### src/rtl/clocking_pkg.sv
// Shared clocking types: phase state encoding, wait counter width, cycle counter width.
package clocking_pkg;

    localparam int unsigned PHASES_PER_CYCLE = 4;
    localparam int unsigned STATE_W          = 3;
    localparam int unsigned WAIT_W           = 3;
    localparam int unsigned CYCLE_CNT_W      = 8;

    typedef logic [STATE_W-1:0] phase_state_t;
    typedef logic [WAIT_W-1:0]  wait_cnt_t;

    localparam phase_state_t S_HOLD = 3'd0;
    localparam phase_state_t PH1_A  = 3'd1;
    localparam phase_state_t PH1_B  = 3'd2;
    localparam phase_state_t PH2_A  = 3'd3;
    localparam phase_state_t PH2_W  = 3'd4;
    localparam phase_state_t PH2_B  = 3'd5;

endpackage

### src/rtl/reset_gate.sv
// Saturating completed-bus-cycle counter gating CPU reset release and the clock_running flag.
module reset_gate
    import clocking_pkg::*;
#(
    parameter int unsigned RESET_CYCLES = 8,
    parameter int unsigned RUN_CYCLES   = 3
) (
    input  logic clk,
    input  logic reset,
    input  logic locked,
    input  logic cpu_ce,
    output logic cpu_reset,
    output logic clock_running
);

    localparam logic [CYCLE_CNT_W-1:0] CNT_MAX = {CYCLE_CNT_W{1'b1}};

    logic [CYCLE_CNT_W-1:0] r_cnt;
    logic [CYCLE_CNT_W-1:0] w_cnt_nxt;
    logic                   r_cpu_reset;
    logic                   r_clock_running;

    // Lock loss restarts the stability count from zero.
    always_comb begin
        w_cnt_nxt = r_cnt;
        if (!locked) begin
            w_cnt_nxt = '0;
        end else if (cpu_ce && (r_cnt != CNT_MAX)) begin
            w_cnt_nxt = r_cnt + CYCLE_CNT_W'(1);
        end
    end

    always_ff @(posedge clk) begin
        if (reset) begin
            r_cnt           <= '0;
            r_cpu_reset     <= 1'b1;
            r_clock_running <= 1'b0;
        end else begin
            r_cnt           <= w_cnt_nxt;
            r_cpu_reset     <= (w_cnt_nxt < CYCLE_CNT_W'(RESET_CYCLES));
            r_clock_running <= (w_cnt_nxt >= CYCLE_CNT_W'(RUN_CYCLES));
        end
    end

    assign cpu_reset     = r_cpu_reset;
    assign clock_running = r_clock_running;

endmodule

### src/rtl/phase_sequencer.sv
// 65c02 bus-cycle sequencer on the 4x-phi2 clock: phi1/phi2 phases, strobes,
// phi2-high stretching for slow devices and wait requests, and CPU reset gating.
module phase_sequencer
    import clocking_pkg::*;
#(
    parameter int unsigned RESET_CYCLES = 8,
    parameter int unsigned RUN_CYCLES   = 3,
    parameter int unsigned SLOW_WAIT    = 2,
    parameter int unsigned MAX_WAIT     = 7
) (
    input  logic clk,
    input  logic reset,
    input  logic locked,
    input  logic slow_sel,
    input  logic wait_req,
    output logic phi2,
    output logic phi1,
    output logic addr_stb,
    output logic cpu_ce,
    output logic cpu_reset,
    output logic clock_running,
    output logic wait_timeout
);

    phase_state_t r_state;
    phase_state_t w_state_nxt;
    wait_cnt_t    r_wait_cnt;
    wait_cnt_t    w_wait_cnt_nxt;
    wait_cnt_t    r_wait_tgt;
    wait_cnt_t    w_wait_tgt_nxt;
    wait_cnt_t    w_wait_inc;
    logic         r_timeout;
    logic         w_timeout_nxt;
    logic         r_phi2;
    logic         r_phi1;
    logic         r_addr_stb;
    logic         r_cpu_ce;

    // Wait slots completed including the current PH2_W slot.
    assign w_wait_inc = r_wait_cnt + WAIT_W'(1);

    always_comb begin
        w_state_nxt    = r_state;
        w_wait_cnt_nxt = r_wait_cnt;
        w_wait_tgt_nxt = r_wait_tgt;
        w_timeout_nxt  = r_timeout;
        case (r_state)
            S_HOLD: begin
                if (locked) begin
                    w_state_nxt = PH1_A;
                end
            end
            PH1_A: begin
                w_state_nxt = PH1_B;
            end
            PH1_B: begin
                w_state_nxt    = PH2_A;
                w_wait_tgt_nxt = slow_sel ? WAIT_W'(SLOW_WAIT) : '0;
                w_wait_cnt_nxt = '0;
            end
            PH2_A: begin
                if ((r_wait_tgt != '0) || wait_req) begin
                    w_state_nxt = PH2_W;
                end else begin
                    w_state_nxt = PH2_B;
                end
            end
            PH2_W: begin
                w_wait_cnt_nxt = w_wait_inc;
                if ((w_wait_inc >= r_wait_tgt) && !wait_req) begin
                    w_state_nxt = PH2_B;
                end else if (w_wait_inc == WAIT_W'(MAX_WAIT)) begin
                    w_state_nxt   = PH2_B;
                    w_timeout_nxt = 1'b1;
                end
            end
            PH2_B: begin
                w_state_nxt = PH1_A;
            end
            default: begin
                w_state_nxt = S_HOLD;
            end
        endcase
        // Lock loss aborts the cycle without a cpu_ce; a pending timeout is not recorded.
        if (!locked) begin
            w_state_nxt    = S_HOLD;
            w_wait_cnt_nxt = '0;
            w_timeout_nxt  = r_timeout;
        end
    end

    always_ff @(posedge clk) begin
        if (reset) begin
            r_state    <= S_HOLD;
            r_wait_cnt <= '0;
            r_wait_tgt <= '0;
            r_timeout  <= 1'b0;
            r_phi2     <= 1'b0;
            r_phi1     <= 1'b1;
            r_addr_stb <= 1'b0;
            r_cpu_ce   <= 1'b0;
        end else begin
            r_state    <= w_state_nxt;
            r_wait_cnt <= w_wait_cnt_nxt;
            r_wait_tgt <= w_wait_tgt_nxt;
            r_timeout  <= w_timeout_nxt;
            r_phi2     <= (w_state_nxt == PH2_A) || (w_state_nxt == PH2_W) || (w_state_nxt == PH2_B);
            r_phi1     <= !((w_state_nxt == PH2_A) || (w_state_nxt == PH2_W) || (w_state_nxt == PH2_B));
            r_addr_stb <= (w_state_nxt == PH1_B);
            r_cpu_ce   <= (w_state_nxt == PH2_B);
        end
    end

    reset_gate #(
        .RESET_CYCLES (RESET_CYCLES),
        .RUN_CYCLES   (RUN_CYCLES)
    ) u_reset_gate (
        .clk           (clk),
        .reset         (reset),
        .locked        (locked),
        .cpu_ce        (r_cpu_ce),
        .cpu_reset     (cpu_reset),
        .clock_running (clock_running)
    );

    assign phi2         = r_phi2;
    assign phi1         = r_phi1;
    assign addr_stb     = r_addr_stb;
    assign cpu_ce       = r_cpu_ce;
    assign wait_timeout = r_timeout;

endmodule

### config.mk
export PLATFORM = sky130hd
export DESIGN_NAME = phase_sequencer
export DESIGN_NICKNAME = d
export VERILOG_FILES = /design/src/rtl/clocking_pkg.sv /design/src/rtl/reset_gate.sv /design/src/rtl/phase_sequencer.sv
export SDC_FILE = /design/constraint.sdc
export NUM_CORES = 1
export LEC_CHECK = 0
export ABC_AREA = 0
export CORE_ASPECT_RATIO = 2
export CORE_MARGIN = 2
export CORE_UTILIZATION = 36
export CTS_CLUSTER_DIAMETER = 30
export CTS_CLUSTER_SIZE = 12
export DETAILED_ROUTE_END_ITERATION = 12
export GPL_TIMING_DRIVEN = 0
export PLACE_DENSITY = 0.67
export SLEW_MARGIN = 30
export SYNTH_ARGS = -nofsm -noshare
export SYNTH_HDL_FRONTEND = slang
export SYNTH_SLANG_ARGS = --single-unit
export TNS_END_PERCENT = 50
### constraint.sdc
create_clock -name clk -period 5.6 [get_ports clk]
set_input_delay 1.12 -clock clk [delete_from_list [all_inputs] [get_ports clk]]
set_output_delay 1.12 -clock clk [all_outputs]
set_load 0.01 [all_outputs]
### After elaboration in Yosys (flattened, before gate mapping)

Index checks and enable logic that the tools add are counted.

* register bits after elaboration: 24
* input bits: 5
* output and inout port bits: 7
* logic and storage cells: 51

* add/sub/neg operators: 2
* $lt $le $gt $ge: 3
* eq/ne operators: 11
* muxes and demuxes: 9
* bitwise logic cells: 2
* reduce and logical (&&, ||, !) cells: 13

Operators by type and width (number)
* $mux W8: 2
* $eq A3 B3 Y1 const B: 5
* $pmux W3 S5: 1
* $eq A3 B2 Y1 const B: 4
* $mux W3: 3
* $add A8 B1 Y8 const B: 1
* $ge A8 B2 Y1 const B: 1
* $lt A8 B4 Y1 const B: 1
* $ne A8 B8 Y1 const B: 1
* $pmux W3 S2: 1
* $reduce_and A4 Y1: 1
* $reduce_or A2 Y1: 2
* $add A3 B1 Y3 const B: 1
* $eq A3 B1 Y1 const B: 1
* $ge A3 B3 Y1: 1
* $logic_not A3 Y1: 1
* $logic_or A1 B1 Y1: 3
* $reduce_bool A3 Y1: 1
* $logic_and A1 B1 Y1: 2
* $logic_not A1 Y1: 2
* $mux W2: 1
* $not A1 Y1: 2
* $reduce_bool A2 Y1: 1
* $mux W1: 1

### Longest topological paths before layout

Gate-level depths: netlist of run 1.

* depth after elaboration: 10
* mapped depth: 8
* mapped depth without buffers: 8

### Modules after synthesis

Synthesis of run 1 repeated with hierarchy kept, for this count alone.

* cells, all modules: 122
* area total of the unflattened synthesis: 1113.6 um2

By module, submodules not included
* phase_sequencer: instances 1, cells each 69, area each 619.3 um2, sequential area each 240.2 um2
* reset_gate: instances 1, cells each 53, area each 494.2 um2, sequential area each 200.2 um2

### Least setup slack after synthesis of run 1

No wires, ideal clock.

* kind: in2reg
* start: input reset
* end: register u_reset_gate.r_clock_running (netlist: u_reset_gate.clock_running)
* setup time: 0.119 ns
* arrival time: 2.194 ns
* required time: 5.481 ns
* path slack: 3.287 ns
* stages on the path: 6
* path buffers: 1
* cells stage by stage: nand2b_1 -> buf_2 -> or3_1 -> a22oi_1 -> or4_1 -> o21bai_1

RTL lines
* start, declared: RTL line phase_sequencer.sv:12 `input logic reset,`
* end signal, assigned: RTL line reset_gate.sv:41 `r_clock_running <= (w_cnt_nxt >= CYCLE_CNT_W'(RUN_CYCLES));`
* end, declared: RTL line reset_gate.sv:21 `logic r_clock_running;`

==> flow_summary.yaml, run 1 <==
grt:
  grt_pass1_wl_um: 3850
  grt_max_degree: 12
  grt_usage: 0.140
  grt_pass1_vias: 881
  overflow: 0
  antenna_found_initial: 0
clock_network:
  cts_hold_buf: 0
  cts_tree: "yes"
  cts_buffers: 3
  post_cts_buffers: 0
  clkLatencyLatePin_ns: 0.26
  cts_max_level: 1
  clock_path_buffers: 2
  clkSinkCount: 22
  ctsResizeCount: 0
  path_clk_slew_ns: 0.08
  clockRootBuffer: "clkbuf_8"
sta:
  worst_pin_slew_ns: 0.432
  final_max_slew_viol_count: 0
  worst_slack_ns: 2.80
  rsz0062_at_grt: "false"
  finalSetupTns_ns: 0
  fin_skew_ns: 0.00747
  max-slew-margin-rel: 0.711
  min_period_ns: 2.80
  setup_violations: 0
  fin_crit_sh: 0.499
  hold_viol: 0
  fmax_mhz: 358
synthesis:
  synthMuxAreaShare: 0.0375
  synth_warnings: 0
  synthSimpleGateAreaFrac: 0.221
  synth_compound_area_frac: 0.211
  synth-xor-area-share: 0.0318
  synth-seq-cells: 22
  netlist_area_um2: 1100
  synth_fa_ha_area_frac: 0.0454
  ys_seq_area_frac: 0.400
  netlist.area_leader.share: 0.400
  dominantRegCellSynth: "dfxtp_1"
  synth_fp_nets: 135
  avgSynthCellArea_um2: 8.75
  yosys.area.top_type: "dfxtp_1"
  synth_area_leaders: "dfxtp_1 40%, nand2_1 4.8%, nor2_1 4.8%"
  ys_types: 40
  synth_edf_count: 0
  netlist_instances: 126
  async_flop_share: 0
  synth_top_family_by_area: "simple AND/OR/NAND/NOR gates"
power_and_ir_drop:
  p_per_area_nw_per_um2: 208
  peakVddDrop_v: 0.000136
  power_leakage_nw: 0.523
place:
  dp_hpwl_um: 1800
  gp_congestion: 0.783
  dp_worst_setup_slack_ns: 2.54
  port_buffers: 11
layout:
  area.sequential_um2: 440
  area_growth_pct: 17.1
  nNetsFinal: 151
  fin_util: 0.439
  drive_above_1_share: 0.0929
  multi_input_area_um2: 603
  n_antenna_cell: 0
  fill_cells: 312
min_path:
  holdPathEnd: "wait_timeout$_SDFFE_PP0P_"
  min_from: "wait_timeout$_SDFFE_PP0P_"
  worstHoldPathCells: 2
  hold_path_class: "register to register"
route:
  drtPass1Iterations: 4
  via_per_inst: 5.46
  vias: 929
  routedWlPerCell_um: 13.3
  drc_errors: 0
  drt_iter0_drc: 14
  routed_wl_um: 2250
  ant_nets: 0
floorplan:
  die_width_um: 43.1
  rows: 28
  ioPinCount: 12
  core_area_um2: 2940
  die_h_um: 82.3
  dieArea_um2: 3550
  start_util: 0.375
critical_path:
  cp.required_ns: 5.75
  ff2ff_path_depth: 6
  regToRegSetupSlack_ns: 3.53
  arrival_ns: 2.95
  r2r_start: "u_reset_gate.r_cnt[0]$_SDFF_PP0_"
  cp_max_fo: 10
  critPathKind: "input pin to register"
  cp-start-kind: "input pin"
  r2r-end: "u_reset_gate.clock_running$_SDFF_PP0_"
  end_kind: "register"
outcome:
  outcome: "completed"
job:
  cap_viol_max_count: 0
-- cell families (layout without fill, tap and decap cells) --
| family | count (synthesis) | in the layout |
|---|---|---|
| AOI/OAI and AO/OA | 33 | 33 |
| xor gates and xnor gates | 4 | 4 |
| adders and majority gates | 4 | 4 |
| buffers and inverters | 12 | 26 |
| DFF | 22 | 22 |
| muxes | 4 | 4 |
| and+or+nand+nor | 47 | 47 |
-- critical path, stage by stage --
cell and delay, ns:
clkdlybuf4s50_1 0.56, nand2b_1 0.12, buf_2 0.22, or3_1 0.15, a22oi_1 0.07, or4_1 0.54, o21bai_1 0.17
-- worst max path at each step --
stage                                                       end  depth (start not counted)  startpoint
final                     u_reset_gate.clock_running$_SDFF_PP0_                          7       reset
after global routing      u_reset_gate.clock_running$_SDFF_PP0_                          7       reset
after CTS                 u_reset_gate.clock_running$_SDFF_PP0_                          7       reset
after detailed placement  u_reset_gate.clock_running$_SDFF_PP0_                          7       reset
after global placement    u_reset_gate.clock_running$_SDFF_PP0_                          7       reset
after floorplan           u_reset_gate.clock_running$_SDFF_PP0_                          6       reset
-- registers in the layout (all words and copies together), names as in the netlist --
| name | count |
|---|---|
| phi1 | 1 |
| wait_timeout | 1 |
| u_reset_gate.r_cnt | 8 |
| u_reset_gate.cpu_reset | 1 |
| phi2 | 1 |
| u_reset_gate.clock_running | 1 |
| addr_stb | 1 |
| r_wait_cnt | 3 |
| r_wait_tgt | 1 |
| r_state | 3 |
| cpu_ce | 1 |
-- cells in the mapped netlist, types with 2 or more instances --
library cell,instances
o21ai_0,3
nor2_1,14
nand2_1,14
clkbuf_1,3
buf_2,2
mux2i_1,3
o31ai_1,2
or3_1,3
inv_1,5
nor2b_1,4
o21bai_1,5
ha_1,4
xor2_1,3
o21a_1,2
a21o_1,2
nor3_1,2
a22oi_1,4
dfxtp_1,22
o211ai_1,2
a21oi_1,6
nand4_2,2
-- layout make-up --
| cell class | count | area share |
|---|---|---|
| Clock buffer | 3 | 0.0320 |
| Buffer | 7 | 0.0310 |
| Tap cell | 30 | 0.0291 |
| Timing Repair Buffer | 11 | 0.0853 |
| Inverter | 5 | 0.0145 |
| Sequential cell | 22 | 0.341 |
| Multi-Input combinational cell | 92 | 0.467 |
-- power breakdown --
| group | internal (W) | switching, W | total, W |
|---|---|---|---|
| clock network | 0.0000479 | 0.0000463 | 0.0000942 |
| logic | 0.00000753 | 0.00000885 | 0.0000164 |
| registers | 0.000158 | 0.000000456 | 0.000158 |
| total | 0.000213 | 0.0000556 | 0.000269 |
-- routing by layer --
layer	track usage	wire [um]	vias to the layer above	part of all wire
met5	0	0	-	0
met4	0.0545	35	0	0.016
met3	0.0130	51	4	0.023
met2	0.290	1350	17	0.60
met1	0.133	813	436	0.36
li1	-	-	472	-
-- through the flow --
stage          hold WS, ns  cell area [um^2]  power, W  instances
6_report             0.503              1290  0.000269        170
5_1_grt              0.544              1290  0.000280        170
4_1_cts              0.507              1290  0.000272        170
3_5_place_dp         0.489              1250  0.000178        167
3_3_place_gp         0.492              1250  0.000178        167
2_1_floorplan        0.480              1100  0.000171        126
-- cell usage in the layout (no fill, tap or decap), types with 3 or more instances in the layout --
| master | netlist | routed |
|---|---|---|
| a22oi_1 | 4 | 4 |
| clkbuf_1 | 3 | 3 |
| o21ai_0 | 3 | 3 |
| clkdlybuf4s50_1 | 0 | 11 |
| nor2_1 | 14 | 14 |
| dfxtp_1 | 22 | 22 |
| ha_1 | 4 | 4 |
| clkbuf_8 | 0 | 3 |
| nor2b_1 | 4 | 4 |
| a21oi_1 | 6 | 6 |
| mux2i_1 | 3 | 3 |
| nand2_1 | 14 | 14 |
| inv_1 | 5 | 5 |
| o21bai_1 | 5 | 5 |
| xor2_1 | 3 | 3 |
| or3_1 | 3 | 3 |
Note: power is estimated with default switching activity, not from simulation.
==> run 2: changes to the inputs <==
--- a/config.mk
+++ b/config.mk
@@ -13,7 +13,7 @@
 export CTS_CLUSTER_SIZE = 12
 export DETAILED_ROUTE_END_ITERATION = 12
 export GPL_TIMING_DRIVEN = 0
-export PLACE_DENSITY = 0.67
+export PLACE_DENSITY = 0.69
 export SLEW_MARGIN = 30
 export SYNTH_ARGS = -nofsm -noshare
 export SYNTH_HDL_FRONTEND = slang
==> constraint.sdc (replaced) <==
create_clock -name clk -period 2.5 [get_ports clk]
set_input_delay 0.5 -clock clk [delete_from_list [all_inputs] [get_ports clk]]
set_output_delay 0.5 -clock clk [all_outputs]
set_load 0.01 [all_outputs]
==> flow_summary.yaml, run 2 (synthesis results as in run 1) <==
power_and_ir_drop:
  p_sw_w: 0.000136
  peakVddDrop_v: 0.000259
  combPwrFrac: 0.057
  pwr-share-clk: 0.395
  intPower_w: 0.000510
  switching_share: 0.210
  p_per_area_nw_per_um2: 495
  power_leakage_nw: 0.530
  p_seq_frac: 0.548
sta:
  final_max_slew_viol_count: 0
  hold_viol: 0
  finalSetupTns_ns: 0
  rsz0062_at_grt: "false"
  fmax_mhz: 456
  min_period_ns: 2.19
  worst_pin_slew_ns: 0.430
  setup_violations: 0
  fin_crit_sh: 0.878
  fin_skew_ns: 0.00448
  fin_hold_ws_ns: 0.491
  max-slew-margin-rel: 0.713
clock_network:
  cts_hold_buf: 0
  ctsResizeCount: 0
  clkSinkCount: 22
  path_clk_slew_ns: 0.08
  clock_path_buffers: 2
  post_cts_buffers: 0
  cts_buffers: 3
  clkLatencyLatePin_ns: 0.26
  cts_max_level: 1
  cts_tree: "yes"
  clockRootBuffer: "clkbuf_8"
critical_path:
  critPathKind: "input pin to register"
  critical_path.cell_chain: "clkdlybuf4s50_1, nand2b_1, buf_2, or3_1, a22oi_1, or4_1, o21bai_1"
  cp.required_ns: 2.65
  arrival_ns: 2.35
  slowest_delay_ns: 0.56
  setup.worst_path.start: "reset"
  end_kind: "register"
  cp_max_fo: 10
  cp-start-kind: "input pin"
  path_delay_family: "simple AND/OR/NAND/NOR gates"
  slowest_stage: "clkdlybuf4s50_1"
  r2r_start: "u_reset_gate.r_cnt[0]$_SDFF_PP0_"
  cp.buffers_inverters: 2
grt:
  grt_pass1_vias: 983
  antenna_found_initial: 0
  grt_usage: 0.142
  grt_pass1_wl_um: 3880
  overflow: 0
  grt_max_degree: 13
layout:
  area_growth_pct: 18.4
  drive_above_1_share: 0.0993
  top_register: "u_reset_gate.r_cnt"
  final_cell_mix: "22 x dfxtp_1, 14 x nand2_1, 14 x nor2_1"
  n_antenna_cell: 0
  reg.largest.list: "u_reset_gate.r_cnt x8, r_state x3, r_wait_cnt x3"
  nNetsFinal: 151
  finalNonFillerCells: 171
  largest_register_ffs: 8
  final_common_cell: "dfxtp_1"
place:
  port_buffers: 11
  dp.cells: 167
  gp_congestion: 0.789
  dp_hpwl_um: 1850
route:
  routed_wl_um: 2300
  routedWlPerCell_um: 13.5
  via_per_inst: 5.59
  vias: 956
  drtPass1Iterations: 4
  ant_nets: 0
  drc_errors: 0
  drt_iter0_drc: 16
job:
  cap_viol_max_count: 0
min_path:
  hold_path_class: "register to register"
  min_from: "wait_timeout$_SDFFE_PP0P_"
outcome:
  outcome: "completed"
floorplan:
  ioPinCount: 12
  start_util: 0.375
  core_area_um2: 2940
  die_width_um: 43.1
  rows: 28
  die_h_um: 82.3
  dieArea_um2: 3550
==> run 2: cell count changes in the layout (fill, tap and decap cells not counted) <==
cell,before,now
clkbuf_8,3,4
==> run 2: power groups by stage <==
stage               Clock [W]  Combinational, W  Sequential (W)
finish               0.000255         0.0000370        0.000354
global route         0.000264         0.0000403        0.000355
CTS                  0.000254         0.0000366        0.000354
detailed placement          0         0.0000366        0.000363
global placement            0         0.0000354        0.000362
floorplan                   0         0.0000200        0.000363
==> run 2: worst min-delay path: cells and delay by family, from the launching register on <==
family | cells | cell delay [ns]
AND/OR/NAND/NOR | 1 | 0.07
flip-flops | 1 | 0.34
AO/OA/AOI/OAI | 1 | 0.04
==> run 2: metal layers <==
layer,wire length [um],vias to the layer above,global-route usage
met2,1370,16,0.300
met5,0,-,0
met1,818,454,0.117
met4,75,0,0.0818
met3,40,9,0.0130
li1,-,477,-
==> run 2: cell type report <==
| cell class | instances | area, um^2 |
|---|---|---|
| Buffer | 7 | 40.0 |
| Timing Repair Buffer | 11 | 110 |
| Fill cell | 316 | 1640 |
| Sequential cell | 22 | 440 |
| Clock buffer | 4 | 55.1 |
| Tap cell | 30 | 37.5 |
| Inverter | 5 | 18.8 |
| Multi-Input combinational cell | 92 | 603 |
==> run 2: path summary, 6_finish.rpt <==
| check | to | cells after the start | slack (ns) |
|---|---|---|---|
| max | u_reset_gate.clock_running$_SDFF_PP0_ | 7 | 0.31 |
| min reg2reg | wait_timeout$_SDFFE_PP0P_ | 2 | 0.49 |
| min | wait_timeout$_SDFFE_PP0P_ | 2 | 0.49 |
| max reg2reg | u_reset_gate.clock_running$_SDFF_PP0_ | 5 | 0.40 |
==> run 2: stage by stage <==
| stage | util | area (um^2) | setup WS [ns] | total power (W) |
|---|---|---|---|---|
| finish | 0.443 | 1310 | 0.305 | 0.000646 |
| global placement | 0.425 | 1250 | 0.0563 | 0.000398 |
| detailed placement | 0.425 | 1250 | 0.0245 | 0.000399 |
| floorplan | - | 1100 | 0.623 | 0.000383 |
| global route | 0.443 | 1310 | 0.216 | 0.000658 |
| CTS | 0.443 | 1310 | 0.297 | 0.000645 |
